<file path="src/rtl/cfg_loader.sv">
// Byte-serial config loader: HDR + 4 payload bytes become one 32-bit config write.
// Define CFG_CHECKSUM_EN to require a trailing XOR checksum byte in every frame.
module cfg_loader #(
  parameter logic [7:0]  HDR     = 8'hA5,
  parameter int unsigned TIMEOUT = 16
) (
  input  logic        clk,
  input  logic        rst,
  input  logic [7:0]  byte_in,
  input  logic        byte_valid,
  output logic        byte_ready,
  output logic        cfg_wen,
  output logic [31:0] cfg_data_out,
  output logic        busy,
  output logic        frame_err
);

  typedef enum logic [1:0] {
    IDLE    = 2'd0,
    PAYLOAD = 2'd1,
    CHK     = 2'd2,
    WRITE   = 2'd3
  } state_t;

  localparam logic [7:0] TIMEOUT_CNT = 8'(TIMEOUT);

  state_t      r_state, w_state_nxt;
  logic [31:0] r_shadow, w_shadow_nxt;
  logic [1:0]  r_idx, w_idx_nxt;
  logic [7:0]  r_idle, w_idle_nxt;
  logic [31:0] r_cfg_data;
  logic        r_frame_err, w_frame_err_nxt;
  logic        w_load_cfg;
  logic        w_hs;
  logic        w_timeout;
  logic [7:0]  w_idle_inc;
  logic [7:0]  w_xor;

  assign byte_ready   = rst && (r_state != WRITE);
  assign w_hs         = byte_valid && byte_ready;
  assign w_idle_inc   = r_idle + 8'd1;
  // A handshake in the would-be timeout cycle takes priority over the abort.
  assign w_timeout    = !w_hs && (w_idle_inc == TIMEOUT_CNT);
  assign w_xor        = r_shadow[31:24] ^ r_shadow[23:16] ^ r_shadow[15:8] ^ r_shadow[7:0];

  assign cfg_wen      = (r_state == WRITE);
  assign busy         = (r_state != IDLE);
  assign frame_err    = r_frame_err;
  assign cfg_data_out = r_cfg_data;

  always_comb begin
    // NOTE: every signal driven here gets a default first, so no path can infer a latch.
    w_state_nxt     = r_state;
    w_shadow_nxt    = r_shadow;
    w_idx_nxt       = r_idx;
    w_idle_nxt      = 8'd0;
    w_frame_err_nxt = 1'b0;
    w_load_cfg      = 1'b0;

    case (r_state)
      IDLE: begin
        if (w_hs && (byte_in == HDR)) begin
          w_state_nxt = PAYLOAD;
          w_idx_nxt   = 2'd0;
        end
      end

      PAYLOAD: begin
        if (w_hs) begin
          w_shadow_nxt = {r_shadow[23:0], byte_in};
          w_idx_nxt    = r_idx + 2'd1;
          if (r_idx == 2'd3) begin
`ifdef CFG_CHECKSUM_EN
            w_state_nxt = CHK;
`else
            w_state_nxt = WRITE;
            w_load_cfg  = 1'b1;
`endif
          end
        end else if (w_timeout) begin
          w_state_nxt     = IDLE;
          w_frame_err_nxt = 1'b1;
          w_shadow_nxt    = 32'h0;
          w_idx_nxt       = 2'd0;
        end else begin
          w_idle_nxt = w_idle_inc;
        end
      end

      CHK: begin
        if (w_hs) begin
          if (byte_in == w_xor) begin
            w_state_nxt = WRITE;
            w_load_cfg  = 1'b1;
          end else begin
            w_state_nxt     = IDLE;
            w_frame_err_nxt = 1'b1;
            w_shadow_nxt    = 32'h0;
          end
        end else if (w_timeout) begin
          w_state_nxt     = IDLE;
          w_frame_err_nxt = 1'b1;
          w_shadow_nxt    = 32'h0;
        end else begin
          w_idle_nxt = w_idle_inc;
        end
      end

      WRITE:   w_state_nxt = IDLE;
      default: w_state_nxt = IDLE;
    endcase
  end

  // NOTE: sequential state uses non-blocking assignments so every flop samples pre-edge values.
  always_ff @(posedge clk or negedge rst) begin
    if (!rst) begin
      r_state <= IDLE;
    end else begin
      r_state <= w_state_nxt;
    end
  end

  // The config word is loaded on the edge into WRITE so it is already valid while cfg_wen is high.
  always_ff @(posedge clk or negedge rst) begin
    if (!rst) begin
      r_shadow    <= 32'h0;
      r_idx       <= 2'd0;
      r_idle      <= 8'd0;
      r_cfg_data  <= 32'h0;
      r_frame_err <= 1'b0;
    end else begin
      r_shadow    <= w_shadow_nxt;
      r_idx       <= w_idx_nxt;
      r_idle      <= w_idle_nxt;
      r_frame_err <= w_frame_err_nxt;
      if (w_load_cfg) begin
        r_cfg_data <= w_shadow_nxt;
      end
    end
  end

endmodule

</file>
<file path="config.mk">
export PLATFORM = sky130hd
export DESIGN_NAME = cfg_loader
export DESIGN_NICKNAME = d
export VERILOG_FILES = /design/src/rtl/cfg_loader.sv
export SDC_FILE = /design/constraint.sdc
export NUM_CORES = 1
export LEC_CHECK = 0
export ABC_AREA = 1
export BUFFER_PORTS_ARGS = -buffer_cell sky130_fd_sc_hd__buf_2
export CAP_MARGIN = 20
export CORE_ASPECT_RATIO = 0.6
export CORE_UTILIZATION = 45
export DETAILED_ROUTE_END_ITERATION = 8
export GPL_TIMING_DRIVEN = 0
export PLACE_DENSITY_LB_ADDON = 0.08
export SETUP_SLACK_MARGIN = 0.2
export SLEW_MARGIN = 10
export SYNTH_ARGS = -nofsm -noshare
export SYNTH_HDL_FRONTEND = slang
export SYNTH_SLANG_ARGS = --single-unit
export TNS_END_PERCENT = 20
</file>
<file path="constraint.sdc">
create_clock -name clk -period 4.35 [get_ports clk]
set_clock_uncertainty 0.2 [all_clocks]
set_input_delay 0.6525 -clock clk [delete_from_list [all_inputs] [get_ports clk]]
set_output_delay 0.6525 -clock clk [all_outputs]
set_load 0.01 [all_outputs]
</file>
# == After elaboration in Yosys (flattened, before gate mapping) ==
# Cells that the tools add are included.
# totals
in_bits,11
elab_cells,62
ff_bits,77
out_inout_bits,36
# op_classes
mux,29
n_eq_ne,11
bitwise,3
n_addsub,2
n_reduce_logical,11
# ops
op,n
32-bit 2-to-1 mux,4
32-bit case mux with 2 select lines,1
8-bit 2-to-1 mux,3
8-bit bitwise XOR,3
2-bit 2-to-1 mux,9
8-bit by 1-bit adder with 8-bit output (second input constant),1
8-bit by 5-bit == test with 1-bit output (second input constant),1
8-bit == test,1
8-bit == test (second input constant),1
1-bit 2-to-1 mux,8
2-bit case mux with 4 select lines,1
2-bit == test (second input constant),3
3-bit inequality test (second input constant),2
1-bit logical AND,4
2-bit inequality test (second input constant),2
1-bit case mux with 2 select lines,2
2-bit case mux with 2 select lines,1
2-bit nonzero test,2
3-bit AND reduction,1
2-bit by 1-bit adder with 2-bit output (second input constant),1
2-bit by 1-bit == test with 1-bit output (second input constant),1
2-bit logical NOT,1
2-bit AND reduction,1
2-bit OR reduction,1
1-bit logical NOT,1

# == Depth between registers and ports, before layout ==
# Gate-level depths: netlist of the first run.
# logic_depth
word_depth,8
mapped_depth,17
depth_no_buf,16

# == Worst setup path before layout of the first run ==
# OpenSTA, ideal clock, no wires.
# synth_timing
path_kind,register -> register
startpoint,register r_state[0]
endpoint,register r_state[0]
n_path_buf,1
setup_ps,121
synth_period_minus_slack_ps,2274
t_required_ps,4029
arrival_ps,1952
setup_slack_ps,2076
stages_incl_launch_ff,11
cell_sequence,dfrtp_1 -> ha_1 -> nor2_1 -> nand2_1 -> buf_4 -> o31ai_1 -> nand2_1 -> nor2_1 -> o21ai_0 -> nor2_1 -> a21oi_1
# synth_between
elab_cells_between_ends,17
cone_classes,eq/ne (6); mux (4); reduce/logical (7)
# synth_rtl
item,line,text
from (decl),27,"state_t r_state, w_state_nxt;"
from (signal assigned),119,r_state <= w_state_nxt;
2-bit == test,-,
via cfg_wen,12,"output logic cfg_wen,"
2-bit case mux with 4 select lines,60,case (r_state)
# The timed path passes the listed nets, and every way through them passes these cells.
# A chain may end at the register's enable or synchronous reset.

# == Final worst setup path of the first run ==
# layout_timing
startpoint,input rst
endpoint,"register r_cfg_data[28], in the netlist cfg_data_out[28]"
# layout_between
elab_chain_len,7
elab_cells_between_ends,11
cone_classes,mux (7); reduce/logical (4)
# layout_lines
item,line,text
from (decl),8,"input logic rst,"
1-bit logical AND *,39,assign byte_ready = rst && (r_state != WRITE);
1-bit logical AND *,40,assign w_hs = byte_valid && byte_ready;
1-bit logical NOT,43,assign w_timeout = !w_hs && (w_idle_inc == TIMEOUT_CNT);
1-bit logical AND,43,
32-bit 2-to-1 mux,"80, 100",
32-bit 2-to-1 mux (on tied branches),"91, 69",
32-bit case mux with 2 select lines,60,
to (signal assigned),137,r_cfg_data <= w_shadow_nxt;
to (decl),31,logic [31:0] r_cfg_data;
# Mark *: on every way between the ends. The rest lies on a longest branch, timed or not.

==> results of run 1 <==
## power by group through the flow
stage | Combinational (mW) | Clock (mW) | Sequential [mW]
after detailed placement | 2.39 | 0 | 1.28
after CTS | 2.41 | 0.787 | 1.27
after floorplan | 1.73 | 0 | 1.26
after global placement | 2.31 | 0 | 1.27
final | 2.45 | 0.777 | 1.28
after global routing | 2.73 | 0.812 | 1.32
## through the flow
stage | worst slack, ps | power [mW]
floorplan | 2080 | 2.99
global route | 1030 | 4.85
global placement | 321 | 3.58
finish | 1240 | 4.51
CTS | 1290 | 4.46
detailed placement | 1480 | 3.66
## sequential cells by signal, indices dropped and copies added (netlist names)
| signal | flops |
|---|---|
| r_shadow | 32 |
| cfg_data_out | 32 |
| r_idx | 2 |
| r_idle | 8 |
| r_state | 2 |
| frame_err | 1 |
## logic make-up after synthesis
group                      count (synthesis)  share of synthesized area
AOI/OAI and AO/OA                        139                      0.147
xor gates and xnor gates                  11                     0.0176
adders and majority gates                  8                     0.0183
buffers and inverters                    123                      0.107
DFF                                       77                      0.353
and+or+nand+nor                          366                      0.358
## cell type report
type / instances / share of cell area
Tap cell: 160 / 0.0321
Inverter: 91 / 0.0548
Clock buffer: 10 / 0.0367
Sequential cell: 77 / 0.309
Buffer: 32 / 0.0386
Multi-Input combinational cell: 524 / 0.474
Clock inverter: 6 / 0.0112
Timing Repair Buffer: 48 / 0.0434
## cells in the final DEF (no fill, tap or decap), types with 2 or more instances in the layout
cell          n
buf_12        3
nor2_4        5
clkbuf_1     20
a21oi_1      67
buf_6         9
xor2_1        6
nor2_2        2
buf_4         2
o21ai_0      33
dfrtp_1      77
xnor2_1       5
buf_2        45
nand3b_1      3
clkbuf_16     9
inv_1        80
nand2_2      24
inv_2        10
a21boi_1     21
nand2_1     220
nand3_1      33
a21boi_0     11
nand2_4      29
or2_2         9
clkinvlp_4    3
nor2_1       14
nand3_2      21
inv_6         2
ha_1          8
nand4_1       3
a211oi_1      2
## per-layer routing
layer,routed length (µm),vias up
li1,-,2412
met1,8090,2288
met2,6440,207
met3,1150,19
met4,199,0
met5,0,-
## worst min-delay path by stage
stage	cells after the start	endpoint	start	slack [ps]
global route	2	cfg_data_out[11]$_DFFE_PN0P_	cfg_data_out[11]$_DFFE_PN0P_	290
detailed placement	2	cfg_data_out[3]$_DFFE_PN0P_	cfg_data_out[3]$_DFFE_PN0P_	260
finish	2	cfg_data_out[3]$_DFFE_PN0P_	cfg_data_out[3]$_DFFE_PN0P_	270
global placement	2	cfg_data_out[3]$_DFFE_PN0P_	cfg_data_out[3]$_DFFE_PN0P_	260
CTS	2	cfg_data_out[3]$_DFFE_PN0P_	cfg_data_out[3]$_DFFE_PN0P_	280
floorplan	0	cfg_data_out[0]$_DFFE_PN0P_	rst	160
## worst max-delay path: stages
cell and delay, ps:
dlygate4sd3_1 530, buf_4 280, inv_1 70, nor2_1 110, nand2_1 110, clkinv_1 180
clkbuf_1 550, a21oi_1 170, a21oi_1 260, nand2_2 100, nand3_2 90, nand2_1 60
## repair_timing
item	in CTS	in global routing
endpoints found under the hold margin	16	0
hold buffers	1	0
setup buffers	0	0
==> results.py, run 1 <==
metrics = {
    "outcome": {
        "status": "finished clean",
    },
    "layout": {
        "stdcell_area_mm2": 0.00623,
        "antennaDiodeCount": 0,
        "final_cells": 948,
        "utilization": 0.539,
        "drive_above_1_share": 0.227,
        "multiInputGateArea_mm2": 0.00295,
        "finalNetCount": 802,
        "area_delta_synth_final_pct": 14.1,
        "seq_area_mm2": 0.00193,
        "n_fill_cell": 1121,
    },
    "global_route": {
        "antenna_found_initial": 0,
        "grtUsageMet2": 0.397,
        "overflow": 0,
        "grt_pass1_vias": 4730,
        "met1_usage": 0.401,
        "grt_most_used_layer": "met1",
        "use_met3": 0.0561,
        "track_usage": 0.271,
        "grt_max_degree": 60,
        "grt_pass1_wl_mm": 25.3,
    },
    "timing": {
        "timing.final.crit_share": 0.715,
        "clock.fmax_mhz": 322,
        "whs_ps": 271,
        "tightest_slew_ps": 775,
        "slew_headroom": 0.483,
        "fin_crit_ps": 3110,
        "finalHoldViolations": 0,
        "rsz0062_at_grt": "false",
        "final.setup.tns_ps": 0,
        "slew_viol_final": 0,
        "setup_viol": 0,
    },
    "clocking": {
        "cts_tree": "done",
        "clock-sinks": 77,
        "cts.clk_slew.worst_paths_ps": 70,
        "root_buffer": "clkbuf_16",
        "cts_buffers": 9,
        "cts_resized": 0,
        "htree_levels": 3,
        "clk_latency_ps": 350,
        "cts_buffer_depth": 2,
    },
    "yosys": {
        "synth_cell_type_count": 35,
        "ys_warn_count": 0,
        "yosysTopAreaCell": "dfrtp_1",
        "synth_common_cells": "nand2_1 (220), inv_1 (80), dfrtp_1 (77)",
        "synth_seq_cells": 77,
        "syn_nets": 743,
        "synth_enable_flop_cells": 0,
        "ys_seq_area_frac": 0.353,
        "synthArstFlopShare": 1.00,
        "netlist_top_cells_area": "dfrtp_1 (35%), nand2_1 (15%), a21oi_1 (6.1%), nand2_4 (6.0%), inv_1 (5.5%)",
        "yosysMostFrequentCell": "nand2_1",
        "synth_area_per_cell_um2": 7.54,
        "yosys_most_used_dff": "dfrtp_1",
        "synth_area_mm2": 0.00546,
        "synthCells": 724,
        "synth_top_area_share": 0.353,
    },
    "die": {
        "dieWidth_um": 144,
        "die_area_mm2": 0.0126,
        "ios": 47,
        "initial_core_util": 0.472,
        "die_h_um": 87.3,
        "row_count": 30,
        "coreArea_mm2": 0.0116,
    },
    "setup_path": {
        "cp_max_fo": 20,
        "critPathKind": "input pin to register",
        "worstReg2RegEnd": "cfg_data_out[28]$_DFFE_PN0P_",
        "crit_arrival_ps": 3150,
        "r2r-start": "r_state[0]$_DFFE_PN0P_",
        "worst_setup_path_end_kind": "register",
        "r2r_setup_slack_ps": 1730,
        "critical_path_required_ps": 4390,
        "reg2reg_depth": 10,
        "setup.worst_path.start": "rst",
        "crit_end": "cfg_data_out[28]$_DFFE_PN0P_",
        "critPathLaunchType": "input pin",
    },
    "routing": {
        "drt_iter0_drc": 399,
        "routed_wl_mm": 15.9,
        "vias": 4926,
        "drc": 0,
        "routedWlPerCell_um": 16.7,
        "avgViaCountPerCell": 5.20,
        "firstDrtPassIters": 5,
        "postRouteAntennaNets": 0,
    },
    "power": {
        "p_sw_frac": 0.481,
        "combPwrFrac": 0.544,
        "clkPwrFrac": 0.172,
        "cellLeakagePower_nw": 3.37,
        "vdd_drop_max_mv": 0.272,
        "intPower_mw": 2.34,
        "power.density_mw_per_mm2": 723,
        "p_switching_mw": 2.17,
        "p_seq_frac": 0.284,
    },
    "placement": {
        "placement.io_buffers": 46,
        "place_congestion": 0.871,
        "dpl.hpwl_mm": 11.6,
        "placed_area_mm2": 0.00592,
        "dp_cells": 931,
    },
    "flow_run": {
        "drv_cap": 0,
    },
    "min_path": {
        "holdCritPathClass": "register to register",
    },
}
(Power assumes the default switching activity.)
==> inputs of run 2 (changes only) <==
==> constraint.sdc (replaced) <==
create_clock -name clk -period 2.8 [get_ports clk]
set_clock_uncertainty 0.2 [all_clocks]
set_input_delay 0.42 -clock clk [delete_from_list [all_inputs] [get_ports clk]]
set_output_delay 0.42 -clock clk [all_outputs]
set_load 0.01 [all_outputs]
==> run 2 against run 1 <==
Against the previous run: via count up 0.12%; highest routed layer unchanged; design area rose by 0.86%; critical endpoint is now cfg_data_out[31]$_DFFE_PN0P_; power is 56% higher.
==> results.py, run 2 (same netlist as run 1, synthesis figures left out) <==
metrics = {
    "outcome": {
        "status": "finished clean",
    },
    "timing": {
        "slew_headroom": 0.460,
        "slew_viol_final": 0,
        "rsz0062_at_grt": "false",
        "timing.final.crit_share": 0.870,
        "clock.fmax_mhz": 411,
        "finalHoldViolations": 0,
        "final.setup.tns_ps": 0,
        "tightest_slew_ps": 807,
        "fin_crit_ps": 2430,
        "setup_viol": 0,
    },
    "die": {
        "ios": 47,
        "initial_core_util": 0.472,
        "die_h_um": 87.3,
        "dieWidth_um": 144,
        "coreArea_mm2": 0.0116,
        "die_area_mm2": 0.0126,
        "row_count": 30,
    },
    "min_path": {
        "holdCritPathClass": "register to register",
    },
    "routing": {
        "postRouteAntennaNets": 0,
        "avgViaCountPerCell": 5.19,
        "firstDrtPassIters": 5,
        "routed_wl_mm": 15.8,
        "vias": 4932,
        "routedWlPerCell_um": 16.7,
        "drt_iter0_drc": 367,
        "drc": 0,
    },
    "layout": {
        "antennaDiodeCount": 0,
        "drive_above_1_share": 0.244,
        "stdcell_area_mm2": 0.00628,
        "layout_common_cells": "nand2_1 (220), inv_1 (80), dfrtp_1 (77), a21oi_1 (65), buf_2 (46)",
        "mostFrequentLayoutCell": "nand2_1",
        "final_cells": 951,
        "finalNetCount": 805,
        "area_delta_synth_final_pct": 15.1,
    },
    "global_route": {
        "grt_max_degree": 60,
        "grt_pass1_vias": 4742,
        "antenna_found_initial": 0,
        "overflow": 0,
        "track_usage": 0.271,
        "grt_pass1_wl_mm": 25.3,
    },
    "setup_path": {
        "critPathKind": "register to register",
        "r2r-start": "r_idle[0]$_DFF_PN0_",
        "critPathLaunchType": "register",
        "worst_setup_path_end_kind": "register",
        "r2r_setup_slack_ps": 370,
        "cp_max_fo": 10,
        "critical_path_required_ps": 2840,
        "crit_arrival_ps": 2470,
        "crit_end": "cfg_data_out[31]$_DFFE_PN0P_",
        "setup.worst_path.start": "r_idle[0]$_DFF_PN0_",
        "reg2reg_depth": 13,
        "worstReg2RegEnd": "cfg_data_out[31]$_DFFE_PN0P_",
    },
    "clocking": {
        "cts_buffers": 9,
        "cts_buffer_depth": 2,
        "cts_tree": "done",
        "clk_latency_ps": 350,
        "cts.clk_slew.worst_paths_ps": 60,
        "clock-sinks": 77,
        "htree_levels": 3,
        "root_buffer": "clkbuf_16",
    },
    "placement": {
        "place_congestion": 0.871,
        "placed_area_mm2": 0.00592,
        "placement.io_buffers": 46,
        "dpl.hpwl_mm": 11.6,
        "dp_cells": 931,
    },
    "power": {
        "power.density_mw_per_mm2": 1120,
        "vdd_drop_max_mv": 0.423,
        "cellLeakagePower_nw": 3.41,
    },
    "flow_run": {
        "drv_cap": 0,
    },
}
run 2: cell types whose count changed in the layout (fill, tap and decap cells not counted), sizes merged:
cell / change
dlygate4sd3: +1
clkbuf: -1
buf: +3
clkinvlp: +1
clkinv: -1
run 2: cell type report:
class	instances	area, µm²
Fill cell	1118	5280
Multi-Input combinational cell	524	2970
Sequential cell	77	1930
Inverter	91	348
Timing Repair Buffer	51	295
Buffer	32	250
Clock buffer	10	229
Tap cell	160	200
Clock inverter	6	70.1
run 2: report_power, final:
part	internal [mW]	switching (mW)
clock	0.698	0.513
sequential	1.57	0.422
combinational	1.38	2.43
total	3.64	3.37
run 2: critical path: stages, from the launching register on:
cell and delay, ps:
dfrtp_1 410, ha_1 220, nand3_2 110, nor2_1 150, nand2_1 70, nand2_1 70, nand2_1 90, nor2_4 160
nand4_4 170, buf_6 200, a21oi_1 270, nand2_2 100, nand3_2 60, nand2_1 50
run 2: metrics by stage:
step,total power [mW],util,hold slack (ps),setup WS (ps)
CTS,6.94,0.540,276,232
floorplan,4.65,-,-75.6,526
finish,7.01,0.544,271,365
detailed placement,5.69,0.512,122,162
global placement,5.56,0.510,257,-996
global route,7.56,0.544,289,188
run 2: worst min path at each step:
stage                                       startpoint                           end  slack, ps  cells past startpoint
final                      cfg_data_out[3]$_DFFE_PN0P_   cfg_data_out[3]$_DFFE_PN0P_        270                      2
after CTS                  cfg_data_out[3]$_DFFE_PN0P_   cfg_data_out[3]$_DFFE_PN0P_        280                      2
after floorplan                                    rst   cfg_data_out[0]$_DFFE_PN0P_        -80                      0
after global routing      cfg_data_out[11]$_DFFE_PN0P_  cfg_data_out[11]$_DFFE_PN0P_        290                      2
after detailed placement                           rst           frame_err$_DFF_PN0_        120                      1
after global placement     cfg_data_out[3]$_DFFE_PN0P_   cfg_data_out[3]$_DFFE_PN0P_        260                      2
run 2: what timing repair did:
item | in CTS | in global routing
hold buffers | 2 | 0
gates resized for setup | 0 | 22
hold endpoints to repair | 18 | 0
setup endpoints to repair | 0 | 52
buffers inserted | 0 | 2
run 2: layer usage:
metal | vias to the layer above | GRT usage | wire length [µm]
li1 | 2416 | - | -
met1 | 2316 | 0.402 | 8120
met5 | - | 0 | 0
met4 | 0 | 0.0727 | 169
met3 | 14 | 0.0561 | 1070
met2 | 186 | 0.397 | 6480
